<file path="config.mk">
export PLATFORM = sky130hd
export DESIGN_NAME = mem_req_arbiter
export DESIGN_NICKNAME = d
export VERILOG_FILES = /design/src/rtl/mem_req_arbiter.sv
export SDC_FILE = /design/constraint.sdc
export NUM_CORES = 1
export LEC_CHECK = 0
export ABC_CLOCK_PERIOD_IN_PS = 6700
export CORE_MARGIN = 4
export CORE_UTILIZATION = 47
export CTS_CLUSTER_SIZE = 28
export DETAILED_ROUTE_END_ITERATION = 10
export MAX_ROUTING_LAYER = met4
export PLACE_DENSITY = 0.87
export SYNTH_ARGS = -nofsm -noshare
export SYNTH_HDL_FRONTEND = slang
export SYNTH_SLANG_ARGS = --single-unit
</file>
<file path="constraint.sdc">
create_clock -name clk -period 6.7 [get_ports clk]
set_input_delay 1.34 -clock clk [delete_from_list [all_inputs] [get_ports clk]]
set_output_delay 1.34 -clock clk [all_outputs]
set_load 0.05 [all_outputs]
</file>
<file path="src/rtl/mem_req_arbiter.sv">
// mem_req_arbiter
// Round-robin arbiter that serializes per-lane cache read/write requests onto
// a single external data-memory port, one transaction at a time, and returns
// completion pulses and read data to the originating lane.

module mem_req_arbiter #(
  parameter int ADDR_BITS     = 8,
  parameter int DATA_BITS     = 8,
  parameter int NUM_CONSUMERS = 8
) (
  input  logic                               clk,
  input  logic                               reset,

  input  logic [NUM_CONSUMERS-1:0]           lane_read_valid,
  input  logic [ADDR_BITS*NUM_CONSUMERS-1:0] lane_read_address,
  output logic [NUM_CONSUMERS-1:0]           lane_read_ready,
  output logic [DATA_BITS*NUM_CONSUMERS-1:0] lane_read_data,

  input  logic [NUM_CONSUMERS-1:0]           lane_write_valid,
  input  logic [ADDR_BITS*NUM_CONSUMERS-1:0] lane_write_address,
  input  logic [DATA_BITS*NUM_CONSUMERS-1:0] lane_write_data,
  output logic [NUM_CONSUMERS-1:0]           lane_write_ready,

  output logic                               mem_read_valid,
  output logic [ADDR_BITS-1:0]               mem_read_address,
  input  logic                               mem_read_ready,
  input  logic [DATA_BITS-1:0]               mem_read_data,

  output logic                               mem_write_valid,
  output logic [ADDR_BITS-1:0]               mem_write_address,
  output logic [DATA_BITS-1:0]               mem_write_data,
  input  logic                               mem_write_ready
);

  localparam int GNT_BITS = $clog2(NUM_CONSUMERS);

  typedef enum logic [1:0] {
    IDLE,
    READ_WAITING,
    WRITE_WAITING,
    RELAYING
  } state_t;

  state_t state;
  state_t state_next;

  logic [GNT_BITS-1:0]  gnt;
  logic [GNT_BITS-1:0]  rr;
  logic [ADDR_BITS-1:0] addr_q;
  logic [DATA_BITS-1:0] data_q;
  logic                 op_write_q;

  logic [GNT_BITS-1:0]  win_idx;
  logic                 win_found;
  logic                 win_is_write;
  logic [GNT_BITS:0]    scan_sum;
  logic [GNT_BITS-1:0]  scan_lane;
  logic                 relay_valid;

  logic [ADDR_BITS-1:0] rd_addr_arr [NUM_CONSUMERS];
  logic [ADDR_BITS-1:0] wr_addr_arr [NUM_CONSUMERS];
  logic [DATA_BITS-1:0] wr_data_arr [NUM_CONSUMERS];
  logic [DATA_BITS-1:0] rdata_q     [NUM_CONSUMERS];

  // Flattened lane buses viewed as per-lane arrays so a lane can be picked by index
  for (genvar g = 0; g < NUM_CONSUMERS; g++) begin : g_lane
    assign rd_addr_arr[g] = lane_read_address[g*ADDR_BITS +: ADDR_BITS];
    assign wr_addr_arr[g] = lane_write_address[g*ADDR_BITS +: ADDR_BITS];
    assign wr_data_arr[g] = lane_write_data[g*DATA_BITS +: DATA_BITS];
    assign lane_read_data[g*DATA_BITS +: DATA_BITS] = rdata_q[g];
  end

  // Round-robin scan starting at rr; first lane with any request wins, write before read
  always_comb begin
    win_found    = 1'b0;
    win_idx      = '0;
    win_is_write = 1'b0;
    scan_sum     = '0;
    scan_lane    = '0;
    for (int i = 0; i < NUM_CONSUMERS; i++) begin
      scan_sum = {1'b0, rr} + (GNT_BITS+1)'(i);
      if (scan_sum >= (GNT_BITS+1)'(NUM_CONSUMERS)) begin
        scan_sum = scan_sum - (GNT_BITS+1)'(NUM_CONSUMERS);
      end
      scan_lane = scan_sum[GNT_BITS-1:0];
      if (!win_found && (lane_read_valid[scan_lane] || lane_write_valid[scan_lane])) begin
        win_found    = 1'b1;
        win_idx      = scan_lane;
        win_is_write = lane_write_valid[scan_lane];
      end
    end
  end

  // Only the serviced op's valid on the granted lane holds us in RELAYING
  assign relay_valid = op_write_q ? lane_write_valid[gnt] : lane_read_valid[gnt];

  // FSM state register
  always_ff @(posedge clk or negedge reset) begin
    if (!reset) begin
      state <= IDLE;
    end else begin
      state <= state_next;
    end
  end

  // Next-state logic and memory-side outputs, which are zero outside the WAITING states
  always_comb begin
    state_next        = state;
    mem_read_valid    = 1'b0;
    mem_read_address  = '0;
    mem_write_valid   = 1'b0;
    mem_write_address = '0;
    mem_write_data    = '0;
    case (state)
      IDLE: begin
        if (win_found) begin
          state_next = win_is_write ? WRITE_WAITING : READ_WAITING;
        end
      end
      READ_WAITING: begin
        mem_read_valid   = 1'b1;
        mem_read_address = addr_q;
        if (mem_read_ready) begin
          state_next = RELAYING;
        end
      end
      WRITE_WAITING: begin
        mem_write_valid   = 1'b1;
        mem_write_address = addr_q;
        mem_write_data    = data_q;
        if (mem_write_ready) begin
          state_next = RELAYING;
        end
      end
      RELAYING: begin
        if (!relay_valid) begin
          state_next = IDLE;
        end
      end
      default: begin
        state_next = IDLE;
      end
    endcase
  end

  // Grant bookkeeping, latched request, lane completion pulses and read-data capture
  always_ff @(posedge clk or negedge reset) begin
    if (!reset) begin
      gnt              <= '0;
      rr               <= '0;
      addr_q           <= '0;
      data_q           <= '0;
      op_write_q       <= 1'b0;
      lane_read_ready  <= '0;
      lane_write_ready <= '0;
      for (int i = 0; i < NUM_CONSUMERS; i++) begin
        rdata_q[i] <= '0;
      end
    end else begin
      lane_read_ready  <= '0;
      lane_write_ready <= '0;
      case (state)
        IDLE: begin
          if (win_found) begin
            gnt        <= win_idx;
            op_write_q <= win_is_write;
            addr_q     <= win_is_write ? wr_addr_arr[win_idx] : rd_addr_arr[win_idx];
            data_q     <= win_is_write ? wr_data_arr[win_idx] : '0;
          end
        end
        READ_WAITING: begin
          if (mem_read_ready) begin
            lane_read_ready[gnt] <= 1'b1;
            rdata_q[gnt]         <= mem_read_data;
          end
        end
        WRITE_WAITING: begin
          if (mem_write_ready) begin
            lane_write_ready[gnt] <= 1'b1;
          end
        end
        RELAYING: begin
          if (!relay_valid) begin
            rr <= (gnt == GNT_BITS'(NUM_CONSUMERS-1)) ? '0 : gnt + 1'b1;
          end
        end
        default: begin
        end
      endcase
    end
  end

  // Only one memory transaction may be outstanding at a time
  a_one_outstanding: assert property (@(posedge clk) disable iff (!reset)
    !(mem_read_valid && mem_write_valid));

endmodule

</file>
-- Yosys cells after proc, flatten, opt, wreduce, memory -nomap -nowiden
Index checks and enable logic that the tools add are counted.
- equal/unequal tests: 8
- mux-type cells: 101
- add/sub/neg operators: 16
- bitwise logic cells: 3
- magnitude comparators: 21
- reduce and logical (&&, ||, !) cells: 29
- operator list (kind ; number):
    two-way mux 8 bit ; 16
    binary-select mux 8 bit (select 3 bit) ; 3
    bitwise mux 64 bit ; 1
    binary-select mux 1 bit (select 3 bit) ; 18
    two-way mux 3 bit ; 17
    two-way mux 1 bit ; 38
    >= comparator 4 bit (second input constant) ; 9
    < comparator 3 x 4 -> 1 bit (second input constant) ; 9
    demux 8 bit (select 3 bit) ; 1
    subtractor 3 x 1 -> 3 bit (second input constant) ; 8
    adder 3 x 3 -> 4 bit (second input constant) ; 4
    two-way mux 2 bit ; 5
    logical AND 1 bit ; 9
    adder 3 x 2 -> 4 bit (second input constant) ; 2
    logical OR 1 bit ; 8
    inequality test 2 bit (second input constant) ; 4
    inverter 3 -> 4 bit ; 2
    one-hot mux 2 bit (4 select lines) ; 1
    zero test 1 bit ; 7
    AND reduction 2 bit ; 3
    adder 3 x 1 -> 4 bit (second input constant) ; 1
    equality test 2 bit (second input constant) ; 2
    >= comparator 3 x 4 -> 1 bit (second input constant) ; 1
    < comparator 4 x 1 -> 1 bit (second input constant) ; 1
    other kinds (8) ; 8
- output and inout bits: 106
- bits in registers: 105
- input port bits: 220

-- Longest topological paths before layout
- depth after elaboration: 32
- gate-level depth with buffers: 20
- depth with buffers taken out: 13

-- Least setup slack after synthesis
No wires, ideal clock.
- path type: input-to-reg
- start: in lane_read_valid[7]
- end: reg addr_q[0]
- stages: 15
- arrival time: 4001 ps
- library setup time: 131 ps
- path buffers: 4
- slack: 2568 ps
- data required time: 6569 ps
- cell sequence: buf_2 -> nor2_1 -> mux4_2 -> mux2i_2 -> a2111oi_1 -> nand3b_1 -> or4_1 -> nand3_1 -> buf_6 -> buf_12 -> buf_6 -> mux2i_1 -> nand2_1 -> o2111ai_1 -> nand3_1
- cells in the longest elaborated chain, start to end: 30
- elaborated cells on any way between the ends: 71
- those cells by class: mux: 47; bitwise: 1; reduce/logical: 23
- ends and longest elaborated chain (item ; RTL line ; source):
    start, declared ; 14 ; input logic [NUM_CONSUMERS-1:0] lane_read_valid,
    binary-select mux 1 bit (select 3 bit) ; 86 ; if (!win_found && (lane_read_valid[scan_lane] || lane_write_valid[scan_lane])) begin
    two-way mux 1 bit (not written as such) ; 86 ;
    logical OR 1 bit ; 86 ;
    two-way mux 1 bit ; 86 ;
    zero test 1 bit ; 86 ;
    logical AND 1 bit ; 86 ;
    two-way mux 1 bit ; 86 ;
    zero test 1 bit ; 86 ;
    (+13 left out) ; n/a ;
    two-way mux 1 bit ; 86 ;
    zero test 1 bit ; 86 ;
    logical AND 1 bit ; 86 ;
    two-way mux 3 bit ; 86 ;
    inverter 3 -> 4 bit (not written as such) ; 167 ; addr_q <= win_is_write ? wr_addr_arr[win_idx] : rd_addr_arr[win_idx];
    binary-select mux 8 bit (select 3 bit) ; 167 ;
    two-way mux 8 bit (not written as such) (2 in a row) ; 167 ;
    two-way mux 8 bit ; 167 ;
    end signal, assigned ; 167 ;
    end, declared ; 49 ; logic [ADDR_BITS-1:0] addr_q;
Several ways; a longest one is shown, not always the timed one. The select of a mux whose other input is x is not followed.
A chain may end at the register's enable or synchronous reset.

-- Final worst setup path
- start: reg rr[0]
- end: reg addr_q[4]
- cells in the longest elaborated chain, start to end: 32
- elaborated cells on any way between the ends: 118
- those cells by class: add/sub: 15; order compare: 8; mux: 71; bitwise: 1; reduce/logical: 23
- ends and longest elaborated chain (item ; RTL line ; source):
    start, declared ; 48 ; logic [GNT_BITS-1:0] rr;
    start signal, assigned ; 184 ; rr <= (gnt == GNT_BITS'(NUM_CONSUMERS-1)) ? '0 : gnt + 1'b1;
    branches (longest 32 deep; another with adder 3 x 1 -> 4 bit) ; n/a ;
Several ways; the timed one is not identified. The select of a mux whose other input is x is not followed.

==> run summary <==
VDD IR-drop max = 0.2852 mV
Routability cong. = 0.9978
Tmin final = 5.467 ns
Final #Nets = 1276
Area of the multi-input gates = 4501 sq um
PD cells = 544.6 nW/um^2
Die area = 17950 sq um
Post-synthesis sequential area ratio = 35.22%
# diodes = 0
# setup viols final = 0
H-tree levels = 3
Async S/R FF share, synth = 100.0%
Sw power = 3181 uW
Slew HR = 24.89%
Netlist cell types = 64
Crit end category = register
1st-pass router iterations = 5
Area delta synth->final = 48.74%
Clk network pwr share = 9.0%
Slew Viols, Final = 0
Clock Root Buffer = clkbuf_16
Initial drt markers = 679
Clock Latency Late Sink = 0.35 ns
Logic gate share of total power = 72.5%
DR WL/cell = 22.12 microns
Tcrit/Tclk final = 81.59%
Pint = 2862 uW
RSZ-0062 raised after global routing = no
Layout cells sized above 1 = 10.84%
Clock sink count = 105
Vias = 7334
Post-Synth XOR/XNOR Area = 0.6877%
Total grt overflow = 0
Compound-cell area share of the yosys netlist = 10.03%
Core box area = 15370 sq um
Largest net degree at the start of global routing = 62
Crit-path max FO = 50
P_leak = 0.004787 uW
Vias/cell = 5.807
WS Path Type = register to register
Setup Skew = 0.01137 ns
Post-synthesis adder-cell area fraction = 1.510%
Hold Path Depth = 2
Mapped cell area = 7460 sq um
Hold crit path type = register to register
Post-Synthesis Cells = 746
Critical path startpoint category = register
Sw frac = 52.64%
Mux cell area share after synthesis = 31.89%
TritonCTS clock tree = built
Post-synth EDFFs = 0
R2R depth = 15
Die X = 134.0 microns
WHS Endpoint = data_q[5]
First-pass GRT wire length = 42080 microns
Port-buffer cells = 325
Reg2reg end = addr_q[4]
Slew @ Worst Pin = 1.122 ns
Seq cells post-synth = 105
Synthesis Warnings = 0
Drt drc = 0
Fmax achieved = 182.9 MHz
GRT Util Overall = 30.93%
Worst R2R Setup Slack = 1.23 ns
Initial antenna violation count = 0
Largest family of logic cells by synthesized area = multiplexers
WL final = 27940 microns
Antenna-violating nets left = 0
Vias in the first global route = 7461
Num CTS Buffers = 9
# fillers = 1135
Max-cap violations = 0
Fin. Hold Viols = 0
Row Count = 45
Status = complete, no violations
Arrival @ worst endpoint = 5.69 ns
Simple-Gate Fraction of Synth Area = 16.02%
Reg-to-Reg Start = rr[0]
Post-CTS sizing = 0
Clock Tree Buf Depth = 2
Util after Layout = 72.19%
Post-Syn Nets = 975
Mapped Avg Cell Area = 10.00 sq um
Post-DP HPWL = 21900 microns
Post-CTS Setup Inserts = 0
DIE HEIGHT = 134.0 microns
Initial Utilization = 48.53%
CP Data Required Time = 6.92 ns
Setup TNS = 0 ns
Sequential share of power = 18.5%
HP Start = data_q[5]
Main synth FF type = dfrtp_1
Flip-flop and latch area = 2628 sq um
Hold-fix buffers, CTS = 0
Worst-path clk slew = 0.08 ns
# IOs = 326
==> layout by cell type, fill, tap and decap left out, types with 6 or more instances in the layout <==
cell,netlist,layout
a21oi_1,17,17
a22oi_1,11,11
a31oi_1,6,6
and2_1,26,26
buf_4,5,10
clkbuf_16,0,9
clkdlybuf4s50_1,0,324
dfrtp_1,105,105
ha_1,9,9
inv_1,10,10
mux2_2,54,54
mux2i_1,129,129
mux4_2,20,20
nand2_1,122,122
nand2b_1,9,9
nand3_1,16,15
nor2_1,41,41
nor3_1,16,16
o2111ai_1,15,15
o211ai_1,10,10
o21ai_0,13,13
o22ai_1,6,6
==> registers in the layout (all words and copies together), names as in the netlist <==
register,cells
lane_read_ready,8
op_write_q,1
gnt,3
lane_read_data,64
rr,3
data_q,8
lane_write_ready,8
state,2
addr_q,8
==> stage by stage <==
step	cells	hold slack [ns]	area, sq um	power, uW	worst slack [ns]
after global routing	1263	0.4951	11100	6350	0.9277
final	1263	0.4738	11100	6043	1.233
after CTS	1263	0.4741	11100	6031	1.250
after detailed placement	1247	0.4548	10780	5457	1.170
after floorplan	746	0.4383	7460	4260	2.568
after global placement	1247	0.4520	10780	5392	1.282
==> per-layer routing <==
metal  vias to the layer above  routed length [microns]  GRT usage, %
met5                         -                        0             -
met4                         0                      888         8.457
met3                        66                     1989         5.701
met2                       393                    14420         54.07
met1                      3540                    10640         36.74
li1                       3335                        -             -
==> area by class of cell <==
cell class                      instances  share of cell area [%]
Sequential cell                       105                   23.68
Multi-Input combinational cell        583                   40.56
Clock buffer                            9                   2.030
Tap cell                              211                   2.379
Timing Repair Buffer                  335                   30.09
Clock inverter                          7                  0.8232
Inverter                               13                  0.4398
==> logic make-up (layout without fill, tap and decap cells) <==
logic type	Yosys count	count (layout)
simple gates	259	259
flops	105	105
buf+inv	58	364
xor+xnor	5	5
fa+ha+maj	9	9
mux	205	205
compound gates	105	105
==> cell usage after synthesis (all sizes together) (4+ instances only) <==
cell     number  area [sq um]
and2         26         162.7
o2111ai      15         131.4
mux2i       130          1305
mux2         55         623.1
a22oi        11         82.58
nand2       122         457.9
nand3        16         80.08
o21ai        14         70.06
ha            9         112.6
a31oi         6         37.54
a221oi        4         35.03
o211ai       10         75.07
nand3b        5         41.29
buf          29         236.5
nor4          4         25.02
a21oi        19         110.1
nor3b         4         30.03
a211oi        4         30.03
nor2         43         166.4
mux4         20         450.4
nand2b        9         56.30
o22ai         6         37.54
nor3         17         90.09
dfrtp       105          2628
inv          11         41.29
clkbuf       16         61.30
and3          4         25.02
==> critical path, stage by stage, from the launching register on <==
cell and delay (ns):
dfrtp_1 0.33, buf_4 0.38, inv_2 0.20, ha_1 0.98, mux4_2 0.68, mux2i_2 0.40, a2111oi_1 0.08, nand3b_1 0.21
or4_1 0.56, nand3_4 0.29, buf_12 0.34, buf_4 0.28, mux2i_1 0.21, mux2i_1 0.09, o2111ai_1 0.18, nand3_1 0.09
==> power by group through the flow <==
stage	Combinational, uW	Clock (uW)	Sequential [uW]
floorplan	2560	0	1700
detailed placement	4340	0	1120
global route	4620	581	1150
finish	4380	546	1120
CTS	4370	552	1110
global placement	4290	0	1100
==> how the worst max path moves through the flow <==
stage | to | startpoint | cells after the start
after floorplan | addr_q[0] | lane_read_valid[7] | 15
after global placement | addr_q[4] | lane_read_valid[7] | 14
after detailed placement | addr_q[4] | lane_read_valid[6] | 14
after CTS | addr_q[4] | rr[0] | 15
after global routing | addr_q[4] | rr[0] | 15
final | addr_q[4] | rr[0] | 15
(Power assumes the default switching activity.)
